## config.mk

```make
export PLATFORM = sky130hd
export DESIGN_NAME = sfm_multirow_ctrl
export DESIGN_NICKNAME = d
export VERILOG_FILES = /design/src/rtl/sfm_multirow_ctrl.sv
export SDC_FILE = /design/constraint.sdc
export NUM_CORES = 1
export LEC_CHECK = 0
export BUFFER_PORTS_ARGS = -buffer_cell sky130_fd_sc_hd__buf_4
export CAP_MARGIN = 20
export CORE_ASPECT_RATIO = 0.75
export CORE_MARGIN = 3
export CORE_UTILIZATION = 49
export DETAILED_ROUTE_END_ITERATION = 10
export PLACE_DENSITY = 0.75
export REMOVE_ABC_BUFFERS = 1
export SLEW_MARGIN = 5
export SYNTH_ARGS = -nofsm -noshare
export SYNTH_HDL_FRONTEND = slang
export SYNTH_SLANG_ARGS = --single-unit
```

## constraint.sdc

```tcl
create_clock -name clk_i -period 6.7 [get_ports clk_i]
set_input_delay 1.34 -clock clk_i [delete_from_list [all_inputs] [get_ports clk_i]]
set_output_delay 1.34 -clock clk_i [all_outputs]
set_load 0.03 [all_outputs]
```

## src/rtl/sfm_multirow_ctrl.sv

```systemverilog
// Multi-row softmax job controller.
// Steps a job of n_rows rows through the streamers and the datapath. Each row
// goes through accumulate -> drain -> reduce -> divide. In accumulate-only
// mode the divide pass is skipped.
//
// Handshake semantics: every *_done_i, dp_reducing_i and start_i input is a
// single-cycle pulse. The controller only acts on a pulse while it is in the
// state that waits for that pulse; pulses in any other state are dropped.
// in_start_o, out_start_o and done_o are single-cycle pulses.
// acc_finished_o and dividing_o are levels. They also fall combinationally in
// the cycle that the matching handshake (dp_reducing_i, out_done_i) arrives.
module sfm_multirow_ctrl #(
    parameter int ADDR_WIDTH = 32,
    parameter int LEN_WIDTH  = 32,
    parameter int ROW_WIDTH  = 16,
    parameter int DATA_WIDTH = 128
) (
    input  logic                  clk_i,
    input  logic                  rst_i,
    input  logic                  clear_i,
    input  logic                  start_i,
    input  logic                  mode_i,
    input  logic [ADDR_WIDTH-1:0] in_base_i,
    input  logic [ADDR_WIDTH-1:0] out_base_i,
    input  logic [ADDR_WIDTH-1:0] in_stride_i,
    input  logic [ADDR_WIDTH-1:0] out_stride_i,
    input  logic [LEN_WIDTH-1:0]  row_len_i,
    input  logic [ROW_WIDTH-1:0]  n_rows_i,
    input  logic                  in_done_i,
    input  logic                  out_done_i,
    input  logic                  dp_busy_i,
    input  logic                  dp_reducing_i,
    output logic                  in_start_o,
    output logic                  out_start_o,
    output logic [ADDR_WIDTH-1:0] in_addr_o,
    output logic [ADDR_WIDTH-1:0] out_addr_o,
    output logic [LEN_WIDTH-1:0]  tot_len_o,
    output logic [ADDR_WIDTH-1:0] d0_stride_o,
    output logic                  acc_finished_o,
    output logic                  dividing_o,
    output logic [ROW_WIDTH-1:0]  row_idx_o,
    output logic                  busy_o,
    output logic                  done_o
);

    typedef enum logic [2:0] {
        IDLE, ROW_START, ACCUMULATION, WAIT_EMPTY,
        WAIT_REDUCE, DIVIDING, NEXT_ROW, DONE
    } state_t;

    state_t                state_q;
    logic                  mode_q;
    logic                  in_start_q;
    logic                  out_start_q;
    logic [ADDR_WIDTH-1:0] in_addr_q;
    logic [ADDR_WIDTH-1:0] out_addr_q;
    logic [ADDR_WIDTH-1:0] in_stride_q;
    logic [ADDR_WIDTH-1:0] out_stride_q;
    logic [LEN_WIDTH-1:0]  tot_len_q;
    logic [ROW_WIDTH-1:0]  n_rows_q;
    logic [ROW_WIDTH-1:0]  row_idx_q;

    // Job sequencing, config latching and row pointer stepping.
    always_ff @(posedge clk_i or posedge rst_i) begin
        if (rst_i) begin
            state_q      <= IDLE;
            mode_q       <= 1'b0;
            in_start_q   <= 1'b0;
            out_start_q  <= 1'b0;
            in_addr_q    <= '0;
            out_addr_q   <= '0;
            in_stride_q  <= '0;
            out_stride_q <= '0;
            tot_len_q    <= '0;
            n_rows_q     <= '0;
            row_idx_q    <= '0;
        end else if (clear_i) begin
            state_q      <= IDLE;
            mode_q       <= 1'b0;
            in_start_q   <= 1'b0;
            out_start_q  <= 1'b0;
            in_addr_q    <= '0;
            out_addr_q   <= '0;
            in_stride_q  <= '0;
            out_stride_q <= '0;
            tot_len_q    <= '0;
            n_rows_q     <= '0;
            row_idx_q    <= '0;
        end else begin
            in_start_q  <= 1'b0;
            out_start_q <= 1'b0;
            case (state_q)
                IDLE: begin
                    if (start_i) begin
                        mode_q       <= mode_i;
                        in_addr_q    <= in_base_i;
                        out_addr_q   <= out_base_i;
                        in_stride_q  <= in_stride_i;
                        out_stride_q <= out_stride_i;
                        tot_len_q    <= row_len_i;
                        n_rows_q     <= n_rows_i;
                        row_idx_q    <= '0;
                        if (n_rows_i == '0 || row_len_i == '0) begin
                            state_q <= DONE;
                        end else begin
                            in_start_q <= 1'b1;
                            state_q    <= ROW_START;
                        end
                    end
                end
                ROW_START:    state_q <= ACCUMULATION;
                ACCUMULATION: if (in_done_i) state_q <= WAIT_EMPTY;
                WAIT_EMPTY:   if (!dp_busy_i) state_q <= WAIT_REDUCE;
                WAIT_REDUCE: begin
                    if (dp_reducing_i) begin
                        if (!mode_q) begin
                            in_start_q  <= 1'b1;
                            out_start_q <= 1'b1;
                            state_q     <= DIVIDING;
                        end else begin
                            state_q <= NEXT_ROW;
                        end
                    end
                end
                DIVIDING:     if (out_done_i) state_q <= NEXT_ROW;
                NEXT_ROW: begin
                    if (row_idx_q == n_rows_q - ROW_WIDTH'(1)) begin
                        state_q <= DONE;
                    end else begin
                        row_idx_q  <= row_idx_q + ROW_WIDTH'(1);
                        in_addr_q  <= in_addr_q + in_stride_q;
                        out_addr_q <= out_addr_q + out_stride_q;
                        in_start_q <= 1'b1;
                        state_q    <= ROW_START;
                    end
                end
                DONE:         state_q <= IDLE;
                default:      state_q <= IDLE;
            endcase
        end
    end

    // Output decode: pulses come from registers, levels from the state register.
    always_comb begin
        in_start_o     = in_start_q;
        out_start_o    = out_start_q;
        in_addr_o      = in_addr_q;
        out_addr_o     = out_addr_q;
        tot_len_o      = tot_len_q;
        row_idx_o      = row_idx_q;
        d0_stride_o    = ADDR_WIDTH'(DATA_WIDTH / 8);
        busy_o         = (state_q != IDLE) && (state_q != DONE);
        done_o         = (state_q == DONE);
        acc_finished_o = ((state_q == WAIT_EMPTY) && !dp_busy_i) ||
                         ((state_q == WAIT_REDUCE) && !dp_reducing_i);
        dividing_o     = (state_q == DIVIDING) && !out_done_i;
    end

endmodule

```

==> results.toml <==
[critical_path]
max_stage_delay_ns = 0.71
crit_required_ns = 7.02
reg2reg_depth = 10
cp-end-kind = "flop"
crit_path_frequent_cell = "nand3_1"
critPathMaxFanout = 72
crit_path_start_kind = "flop"
cp.arrival_ns = 4.43
critPathKind = "reg -> reg"
critPathSlowestCell = "buf_4"
path_cells = "or4_4 -> nor4_4 -> nand3_1 -> xnor2_1 -> nand3_1 -> nor4_2 -> a21o_4 -> buf_4 -> nor3_1 -> a22o_1"

[sta]
slew_headroom = 0.333
fin_ws_ns = 2.59
setup_violations = 0
tightest_slew_ns = 1.00
finalMaxSlewViolations = 0
hold_viol = 0
max_freq_mhz = 243
fin_crit_sh = 0.613
rsz0062_at_grt = "no"
clock_skew_ns = 0.0131
holdWs_ns = 0.485
period_minus_slack_ns = 4.11
tns_ns = 0

[power_and_ir_drop]
power_density_mw_per_mm2 = 307
total_power_mw = 4.96
irDropWorstVdd_mv = 0.221
leakagePower_nw = 7.43

[logic_synthesis]
synth_fa_ha_area_frac = 0.0633
synth_ff_type = "dfrtp_1"
yosys.area.top_type = "dfrtp_1"
synthDistinctLibCells = 67
synth_compound_area_frac = 0.208
yosysTopAreaCellShare = 0.373
yosysSeqAreaShare = 0.373
synth_edf_count = 0
avgSynthCellArea_um2 = 8.31
synthSimpleGateAreaFrac = 0.231
synthTopCellsByArea = "dfrtp_1 (37%), o21ai_0 (6.5%), nand2_1 (6.4%)"
synth-xor-area-share = 0.0494
async_flop_share = 1.00
muxShareOfSynthArea = 0.0138
synth_warnings = 0
syn_inst = 1599
synth_top_family_by_area = "simple AND/OR/NAND/NOR gates"
synth_area_mm2 = 0.0133
ys_seq_elements = 198

[floorplanning]
core_area_mm2 = 0.0263
fp-row-count = 51
ios = 335
die_w_um = 196
die_h_um = 149
start_util = 0.506
dieArea_mm2 = 0.0292

[routing]
antenna_left = 0
via_per_inst = 5.67
drcViolationCount = 0
first_iter_violations = 870
vias = 12400
wl_um = 38700
first_pass_iters = 5
post_drt_wl_per_cell_um = 17.7

[cts]
htree_levels = 4
clk_path_buf_depth = 2
cts.repair.resized = 0
cts.sinks = 198
insertion_delay_ns = 0.44
hold_buffers = 0
cts_buffers = 17
clkSlewWorstSetupHoldPaths_ns = 0.08
cts_tree = "built"
cts_setup_buffers = 0
cts-root-buf = "clkbuf_16"

[layout]
syn2layout_area_growth_pct = 21.6
fin_util = 0.615
nFillCells = 2277
fin_area_mm2 = 0.0162
nets = 2085
layout-drive-gt1-share = 0.200
layout.cells.non_filler = 2191

[placement]
dp_hpwl_um = 28100
placedCellCount = 2159
port_buffers = 302
placed_cell_area_mm2 = 0.0156
gp_congestion = 0.934
pre_cts_ws_ns = 2.66

[hold_path]
min_path_cells = 2
min_path_type = "reg -> reg"

[global_routing]
globalRouteOverflowTotal = 0
met3_usage = 0.0539
grt_pass1_wl_um = 62100
grt_max_degree = 142
busiest_layer = "met2"
antenna_found_initial = 1
grtUsageMet2 = 0.396
grt_pass1_vias = 12000
grt_usage = 0.261
grt_use_met1 = 0.373

[run]
cap_violations = 0

[outcome]
outcome = "finished, final reports clean"
[layout by cell type (no fill, tap or decap), drive strengths merged, types with 18 or more instances in the layout]
cell type,count
nor2,108
buf,314
nand4,18
a21oi,105
xnor2,48
o21ai,176
conb,32
dfrtp,198
nor3,30
clkbuf,18
nor4,28
ha,64
nand3,31
nand2,228
xor2,27
nand2b,118
o31ai,38
inv,39
a21o,25
[kinds of logic (layout without fill, tap and decap cells)]
group,Yosys count,in the layout
muxes,18,18
and+or+nand+nor,623,623
AOI/OAI and AO/OA,453,453
xor gates and xnor gates,75,75
other,2,33
adders and majority gates,66,66
DFF,198,198
buffers and inverters,164,381
[path summary, 6_finish.rpt]
path / startpoint / to / slack, ns
worst max register to register: n_rows_q[2] / in_addr_o[29] / 2.59
min in group asynchronous: rst_i / tot_len_o[24] / 1.10
worst min-delay path: tot_len_o[30] / tot_len_o[30] / 0.49
worst min register to register: tot_len_o[30] / tot_len_o[30] / 0.49
worst max-delay path: n_rows_q[2] / in_addr_o[29] / 2.59
max in group asynchronous: rst_i / in_stride_q[24] / 4.13
[cell usage after synthesis (6+ instances only)]
cell      number
ha_1          64
a22o_1        12
a211oi_1      11
inv_1         36
nand3b_1      10
nor2b_1        9
nor4b_1        8
a21oi_1      105
a21o_1        25
o22ai_1        6
nand3_1       31
o211ai_1      11
xnor2_1       48
dfrtp_1      198
nor2_1       108
nor3_1        30
nand2_1      228
a31oi_1        9
o21a_1        14
clkbuf_1      79
o21ai_0      173
nand2b_1     118
or3_1         11
and3_1         6
o31ai_1       38
nor4_1        24
mux2i_1       15
buf_4         38
nand4_1       18
xor2_1        27
[routing by layer]
layer | part of all wire | vias up | wire length (um)
li1 | - | 6048 | -
met1 | 0.46 | 5851 | 17900
met2 | 0.44 | 455 | 17200
met3 | 0.069 | 62 | 2680
met4 | 0.026 | 0 | 992
met5 | 0 | - | 0
[final cells by class]
| type | instances | area [um2] | share of cell area |
|---|---|---|---|
| multi-input cells | 1267 | 7680 | 0.475 |
| flip-flops and latches | 198 | 4950 | 0.307 |
| repair buffers | 314 | 2360 | 0.146 |
| clock buffers | 18 | 439 | 0.0272 |
| well taps | 344 | 430 | 0.0266 |
| clock inverters | 13 | 148 | 0.00914 |
| inverters | 36 | 143 | 0.00883 |
| diodes | 1 | 2.50 | 0.000155 |
[registers in the layout (all words and copies together) (netlist names)]
name and count:
mode_q 1, out_addr_o 32, n_rows_q 16, out_stride_q 32, out_start_o 1, in_stride_q 32
in_addr_o 32, tot_len_o 32, in_start_o 1, row_idx_o 16, state_q 3
[critical path, delay by kind of cell (launching register included)]
kind	cells	cell delay (ns)
XOR/XNOR	1	0.23
buffers and inverters	1	0.71
flip-flops	1	0.49
AND/OR/NAND/NOR	6	1.86
AO/OA/AOI/OAI	2	0.70
[report_power, final]
part | switching (mW) | total (mW) | internal, mW
clock | 0.490 | 1.05 | 0.564
sequential | 0.230 | 1.66 | 1.43
combinational | 1.41 | 2.25 | 0.842
Power figures use the tool's default switching activity.
